--- src/rtl/riscv.sv ---
// rtl/riscv.sv - shared core types and constants for the front-end redirect path
package riscv;

  localparam int XLEN = 32;

  typedef enum logic [1:0] {BR_IDLE, BR_REQ, BR_DRAIN} br_state_t;

  localparam logic [1:0] INSTR_ALIGN_MASK = 2'b11;

endpackage

--- src/rtl/branch_redirect_ctrl.sv ---
// rtl/branch_redirect_ctrl.sv - turns taken branches/traps into a fetch redirect with flush/stall
module branch_redirect_ctrl
  import riscv::*;
#(
  parameter int FLUSH_CYCLES = 2,
  parameter int CNT_W        = 32
) (
  input  logic             clk,
  input  logic             reset,
  input  logic             exe_v_i,
  input  logic             branch_v_i,
  input  logic [XLEN-1:0]  pc_nxt_i,
  input  logic             trap_v_i,
  input  logic [XLEN-1:0]  trap_pc_i,
  input  logic             redirect_ready_i,
  output logic             redirect_v_o,
  output logic [XLEN-1:0]  redirect_pc_o,
  output logic             flush_o,
  output logic             stall_exe_o,
  output logic             exc_misaligned_o,
  output logic [CNT_W-1:0] taken_cnt_o
);

  localparam int DW = $clog2(FLUSH_CYCLES + 1);
  localparam logic [DW-1:0] DRAIN_LOAD = DW'(FLUSH_CYCLES - 1);

  br_state_t        r_state;
  logic [DW-1:0]    r_drain_cnt;
  logic             r_redirect_v;
  logic [XLEN-1:0]  r_redirect_pc;
  logic             r_flush;
  logic             r_stall;
  logic             r_misaligned;
  logic [CNT_W-1:0] r_taken_cnt;

  logic w_branch;
  logic w_aligned;

  assign w_branch  = exe_v_i & branch_v_i;
  assign w_aligned = (pc_nxt_i[1:0] & INSTR_ALIGN_MASK) == 2'b00;

  always_ff @(posedge clk) begin
    if (reset) begin
      r_state       <= BR_IDLE;
      r_drain_cnt   <= '0;
      r_redirect_v  <= 1'b0;
      r_redirect_pc <= '0;
      r_flush       <= 1'b0;
      r_stall       <= 1'b0;
      r_misaligned  <= 1'b0;
      r_taken_cnt   <= '0;
    end else begin
      r_misaligned <= 1'b0;
      // A trap from any state (re)enters REQ; it also overrides a completing handshake.
      if (trap_v_i) begin
        r_state       <= BR_REQ;
        r_redirect_v  <= 1'b1;
        r_redirect_pc <= trap_pc_i;
        r_flush       <= 1'b1;
        r_stall       <= 1'b1;
      end else begin
        case (r_state)
          BR_IDLE: begin
            if (w_branch && w_aligned) begin
              r_state       <= BR_REQ;
              r_redirect_v  <= 1'b1;
              r_redirect_pc <= pc_nxt_i;
              r_flush       <= 1'b1;
              r_stall       <= 1'b1;
              r_taken_cnt   <= r_taken_cnt + 1'b1;
            end else if (w_branch) begin
              r_misaligned <= 1'b1;
            end
          end
          BR_REQ: begin
            if (r_redirect_v && redirect_ready_i) begin
              r_state      <= BR_DRAIN;
              r_redirect_v <= 1'b0;
              r_drain_cnt  <= DRAIN_LOAD;
            end
          end
          BR_DRAIN: begin
            if (r_drain_cnt == '0) begin
              r_state <= BR_IDLE;
              r_flush <= 1'b0;
              r_stall <= 1'b0;
            end else begin
              r_drain_cnt <= r_drain_cnt - 1'b1;
            end
          end
          default: begin
            r_state      <= BR_IDLE;
            r_redirect_v <= 1'b0;
            r_flush      <= 1'b0;
            r_stall      <= 1'b0;
          end
        endcase
      end
    end
  end

  assign redirect_v_o     = r_redirect_v;
  assign redirect_pc_o    = r_redirect_pc;
  assign flush_o          = r_flush;
  assign stall_exe_o      = r_stall;
  assign exc_misaligned_o = r_misaligned;
  assign taken_cnt_o      = r_taken_cnt;

endmodule
--- config.mk ---
export PLATFORM = sky130hd
export DESIGN_NAME = branch_redirect_ctrl
export DESIGN_NICKNAME = d
export VERILOG_FILES = /design/src/rtl/riscv.sv /design/src/rtl/branch_redirect_ctrl.sv
export SDC_FILE = /design/constraint.sdc
export NUM_CORES = 1
export LEC_CHECK = 0
export CORE_MARGIN = 2
export CORE_UTILIZATION = 40
export DETAILED_ROUTE_END_ITERATION = 16
export DONT_BUFFER_PORTS = 1
export MAX_ROUTING_LAYER = met4
export SETUP_SLACK_MARGIN = 0.4
export SYNTH_ARGS = -nofsm -noshare
export SYNTH_HDL_FRONTEND = slang
export SYNTH_SLANG_ARGS = --single-unit
--- constraint.sdc ---
create_clock -name clk -period 2.5 [get_ports clk]
set_input_delay 0.125 -clock clk [delete_from_list [all_inputs] [get_ports clk]]
set_output_delay 0.125 -clock clk [all_outputs]
set_load 0.01 [all_outputs]
After elaboration in Yosys (flattened, before gate mapping)
Index checks and enable logic that the tools add are counted.

operators by class
  add/subtract/negate cells = 2
  equality and inequality tests = 11
  mux-type cells = 19
  bitwise logic cells = 3
  reduce and logical (&&, ||, !) cells = 17

operators with widths
  kind                   count
  $mux 32                3
  $add 32x1->32 const B  1
  $reduce_and 3->1       5
  $ne 2x2->1 const B     6
  $mux 2                 5
  $ne 3x3->1 const B     3
  $mux 1                 7
  $logic_not 2->1        3
  $pmux 1 s3             2
  $pmux 2 s3             1
  $reduce_bool 2->1      3
  $pmux 2 s2             1
  $reduce_and 4->1       1
  $reduce_or 4->1        1
  $eq 2x1->1 const B     1
  $eq 2x2->1 const B     1
  $logic_and 1x1->1      2
  $not 1->1              2
  $reduce_and 2->1       1
  $reduce_or 2->1        1
  $sub 2x1->2 const B    1
  $and 1x1->1            1

storage, ports and cells
  flip-flop bits (word level) = 71
  bits of input ports = 70

Logic depth before layout (Yosys ltp)
  depth in word-level cells = 5
  depth in mapped cells = 9
  gate-level depth less buffers = 6

Least setup slack after synthesis
No wires, ideal clock.

  path kind = register to register
  start point = register r_state[0]
  end point = register r_taken_cnt[30], in the netlist taken_cnt_o[30]
  arrival time = 1.793 ns
  slack = 0.587 ns
  cell stages (with the launch flop) = 10
  path buffers = 3
  cells stage by stage = dfxtp_1 -> inv_1 -> ha_1 -> buf_4 -> and2b_1 -> buf_6 -> nand3_4 -> buf_2 -> nor4_2 -> mux2_2

on the way
  longest elaborated chain between the ends = 2

ends and longest elaborated chain
  what                               RTL line                    RTL
  start, declared                    branch_redirect_ctrl.sv:27  br_state_t r_state;
  start signal, assigned             branch_redirect_ctrl.sv:44  r_state <= BR_IDLE;
  start signal, assigned             branch_redirect_ctrl.sv:56  r_state <= BR_REQ;
  start signal, assigned             branch_redirect_ctrl.sv:65  r_state <= BR_REQ;
  $logic_not 2->1                    branch_redirect_ctrl.sv:62  case (r_state)
  $reduce_and 3->1 (no source line)  n/a
  end signal, assigned               branch_redirect_ctrl.sv:70  r_taken_cnt <= r_taken_cnt + 1'b1;
  end, declared                      branch_redirect_ctrl.sv:34  logic [CNT_W-1:0] r_taken_cnt;

No other way between the ends.
A chain may end at the register's enable or synchronous reset.

Worst setup path after layout
  start point = register r_taken_cnt[1], in the netlist taken_cnt_o[1]
  end point = register r_taken_cnt[30], in the netlist taken_cnt_o[30]

on the way
  longest elaborated chain between the ends = 1

ends and longest elaborated chain
  what           RTL line
  $add 32x1->32  branch_redirect_ctrl.sv:70

No other way between the ends.

==> metrics.md <==
| Metric | Value |
|---|---|
| CP max FO | `17` |
| Setup tns final | `0 ns` |
| Vias in the first global route | `2587` |
| Final hold slack | `0.0189 ns` |
| Pre-CTS setup slack | `0.485 ns` |
| Slew Viols, Final | `0` |
| Filler cell count | `781` |
| Post-route minimum period | `1.99 ns` |
| Total GRT Usage | `0.170` |
| Layout area overhead | `10.2%` |
| Final worst path period share | `0.796` |
| Final WS setup | `0.509 ns` |
| CTS Sinks | `71` |
| CTS clk-pin slew, worst paths | `0.07 ns` |
| Layout Skew | `0.00494 ns` |
| Peak VDD IR | `270 µV` |
| Post-synthesis cell type count | `38` |
| H-tree depth | `3` |
| CTS tree | `done` |
| Ports | `138` |
| Area occupied by multi-input gates | `0.00188 mm²` |
| Die height | `96.8 µm` |
| ANT cells | `0` |
| Core area | `0.00830 mm²` |
| DP HPWL | `5280 µm` |
| Via count | `2719` |
| Initial antenna violation count | `0` |
| Cell Rows | `33` |
| CP endpoint kind | `flip-flop` |
| Crit-path max cell delay | `0.43 ns` |
| CTS buffer count | `9` |
| Initial drt markers | `83` |
| Net Count, Synth | `452` |
| ANT nets after route | `0` |
| Overall Power | `2320 µW` |
| Port Buf Inserts | `0` |
| Worst path cell trace | `ha_1, and4_1, nand3_4, nor4_2, mux2_2` |
| Max clock buf depth | `2` |
| Largest net degree at the start of global routing | `62` |
| Die span in x | `96.8 µm` |
| Tightest Pin Transition | `0.545 ns` |
| Top_reg_cell synth | `dfxtp_1` |
| Post-Synthesis Cells | `377` |
| Final setup fails | `0` |
| Initial core utilization | `0.415` |
| Via-per-instance ratio | `5.63` |
| Cell area after synthesis | `0.00344 mm²` |
| MaxCap Viol Count | `0` |
| Post-Route WL | `7750 µm` |
| Critical path class | `reg -> reg` |
| CP startpoint kind | `flip-flop` |
| Asr flop ratio synth | `0` |
| TritonRoute pass-1 iters | `4` |
| Clock root buffer | `clkbuf_8` |
| WL/cell | `16.0 µm` |
| WP data arrival | `2.22 ns` |
| WP buf/inv | `0` |
| Postcts setup bufs | `0` |
| Worst-skew pair later-pin latency | `0.33 ns` |
| EDFF count, synth | `0` |
| Hold Vio Cnt, Final | `0` |
| Slowest stage cell, crit path | `dfxtp_1` |
| Pwr dens | `610 mW/mm²` |
| Commonest non-fill, non-tap cells in the layout | `dfxtp_1 (70), nor2_1 (51), a211oi_1 (34), mux2i_1 (33), a21oi_1 (20)` |
| Status | `finished clean` |
| Register area share after synthesis | `0.413` |
| Fmax | `0.502 GHz` |
| Most common cell after layout, fill and taps aside | `dfxtp_1` |
| HP Class | `in -> reg` |
| Avg Cell Area, Syn | `9.14 µm²` |
| Share of post-route cells with drive strength above 1 | `0.122` |
| First-pass GRT wire length | `12800 µm` |
| Die ar. | `0.00937 mm²` |
| Register area | `0.00142 mm²` |
| Rel. slew slack | `0.637` |
| Residual DRC | `0` |
| Placed Instances | `460` |
| #FFs+latches synth | `71` |
| Worst path top cell family by delay | `simple AND/OR/NAND/NOR gates` |
| Nets@finish | `448` |
| Final std cells w/o fill | `483` |
| Ys Warns | `0` |
| RD Place Congestion | `0.800` |
| Leak Pwr | `0.00143 µW` |
| RSZ-0062 raised after global routing | `no` |
| Gr ovfl total | `0` |
| Critical path required time | `2.73 ns` |
[power breakdown]
part	internal (µW)	switching [µW]	total, µW
registers	1180	56.5	1240
logic	90.8	98.3	189
clock network	484	408	892
[registers in the layout, indices dropped and copies added, names as in the netlist]
signal            cells
redirect_v_o          1
exc_misaligned_o      1
taken_cnt_o          32
r_drain_cnt           2
redirect_pc_o        32
r_state               2
stall_exe_o           1
[metrics by stage]
stage                     instance area, µm²   util
after floorplan                         3440      -
final                                   3800  0.458
after CTS                               3770  0.454
after detailed placement                3490  0.420
after global routing                    3800  0.458
after global placement                  3490  0.420
[Yosys cell counts (3+ instances only)]
cell      instances  area share
buf_1             7      0.0076
mux2i_1          33       0.096
nand3_1           9       0.013
mux2_2           10       0.033
or4_1             9       0.020
dfxtp_1          71        0.41
o31ai_1           9       0.020
ha_1              5       0.018
nand4_1           8       0.015
a21oi_1          20       0.029
nor2b_1          11       0.020
xor2_1            7       0.018
buf_4             3      0.0065
clkbuf_1         10       0.011
nor4_1            9       0.016
and4_1            7       0.018
o21ai_0           5      0.0073
nand2_1          17       0.019
inv_1             7      0.0076
and3_1            4      0.0073
buf_2             8       0.012
nor2_1           51       0.056
or3_1             5      0.0091
a211oi_1         34       0.074
[layout make-up]
cell class / instances / area share
multi-input cells: 269 / 0.495
flip-flops and latches: 71 / 0.375
repair buffers: 15 / 0.0389
clock buffers: 12 / 0.0382
well taps: 105 / 0.0346
clock inverters: 4 / 0.0119
inverters: 7 / 0.00692
[logic make-up (layout without fill, tap and decap cells)]
kind of cell             after synthesis  in the layout  synth area share
AND/OR/NAND/NOR                      142            142             0.233
AO/OA/AOI/OAI                         72             72             0.139
XOR/XNOR                               7              7            0.0178
adder cells (fa/ha/maj)                5              5            0.0182
buffers and inverters                 37             38            0.0509
multiplexers                          43             43             0.129
flip-flops                            71             71             0.413
[layer usage]
layer | track usage | up-vias | wire (µm)
met4 | 0.0639 | 0 | 97
met2 | 0.269 | 97 | 3740
met3 | 0.0578 | 10 | 600
met1 | 0.202 | 1245 | 3310
li1 | - | 1367 | -
met5 | - | - | 0
[final timing paths]
kind / start / endpoint / slack (ns) / depth (start not counted)
worst max-delay path: taken_cnt_o[1]$_SDFFE_PP0P_ / taken_cnt_o[30]$_SDFFE_PP0P_ / 0.51 / 5
worst min-delay path: pc_nxt_i[29] / redirect_pc_o[29]$_SDFFE_PP0P_ / 0.02 / 2
worst max register to register: taken_cnt_o[1]$_SDFFE_PP0P_ / taken_cnt_o[30]$_SDFFE_PP0P_ / 0.51 / 5
worst min register to register: r_drain_cnt[1]$_SDFFE_PP0P_ / r_drain_cnt[1]$_SDFFE_PP0P_ / 0.45 / 2
[what timing repair did]
item	4_1_cts	5_1_grt
gates resized for setup	0	6
setup endpoints to repair	0	6
hold endpoints to repair	61	0
hold buffers	7	0
Note: power is estimated with default switching activity, not from simulation.
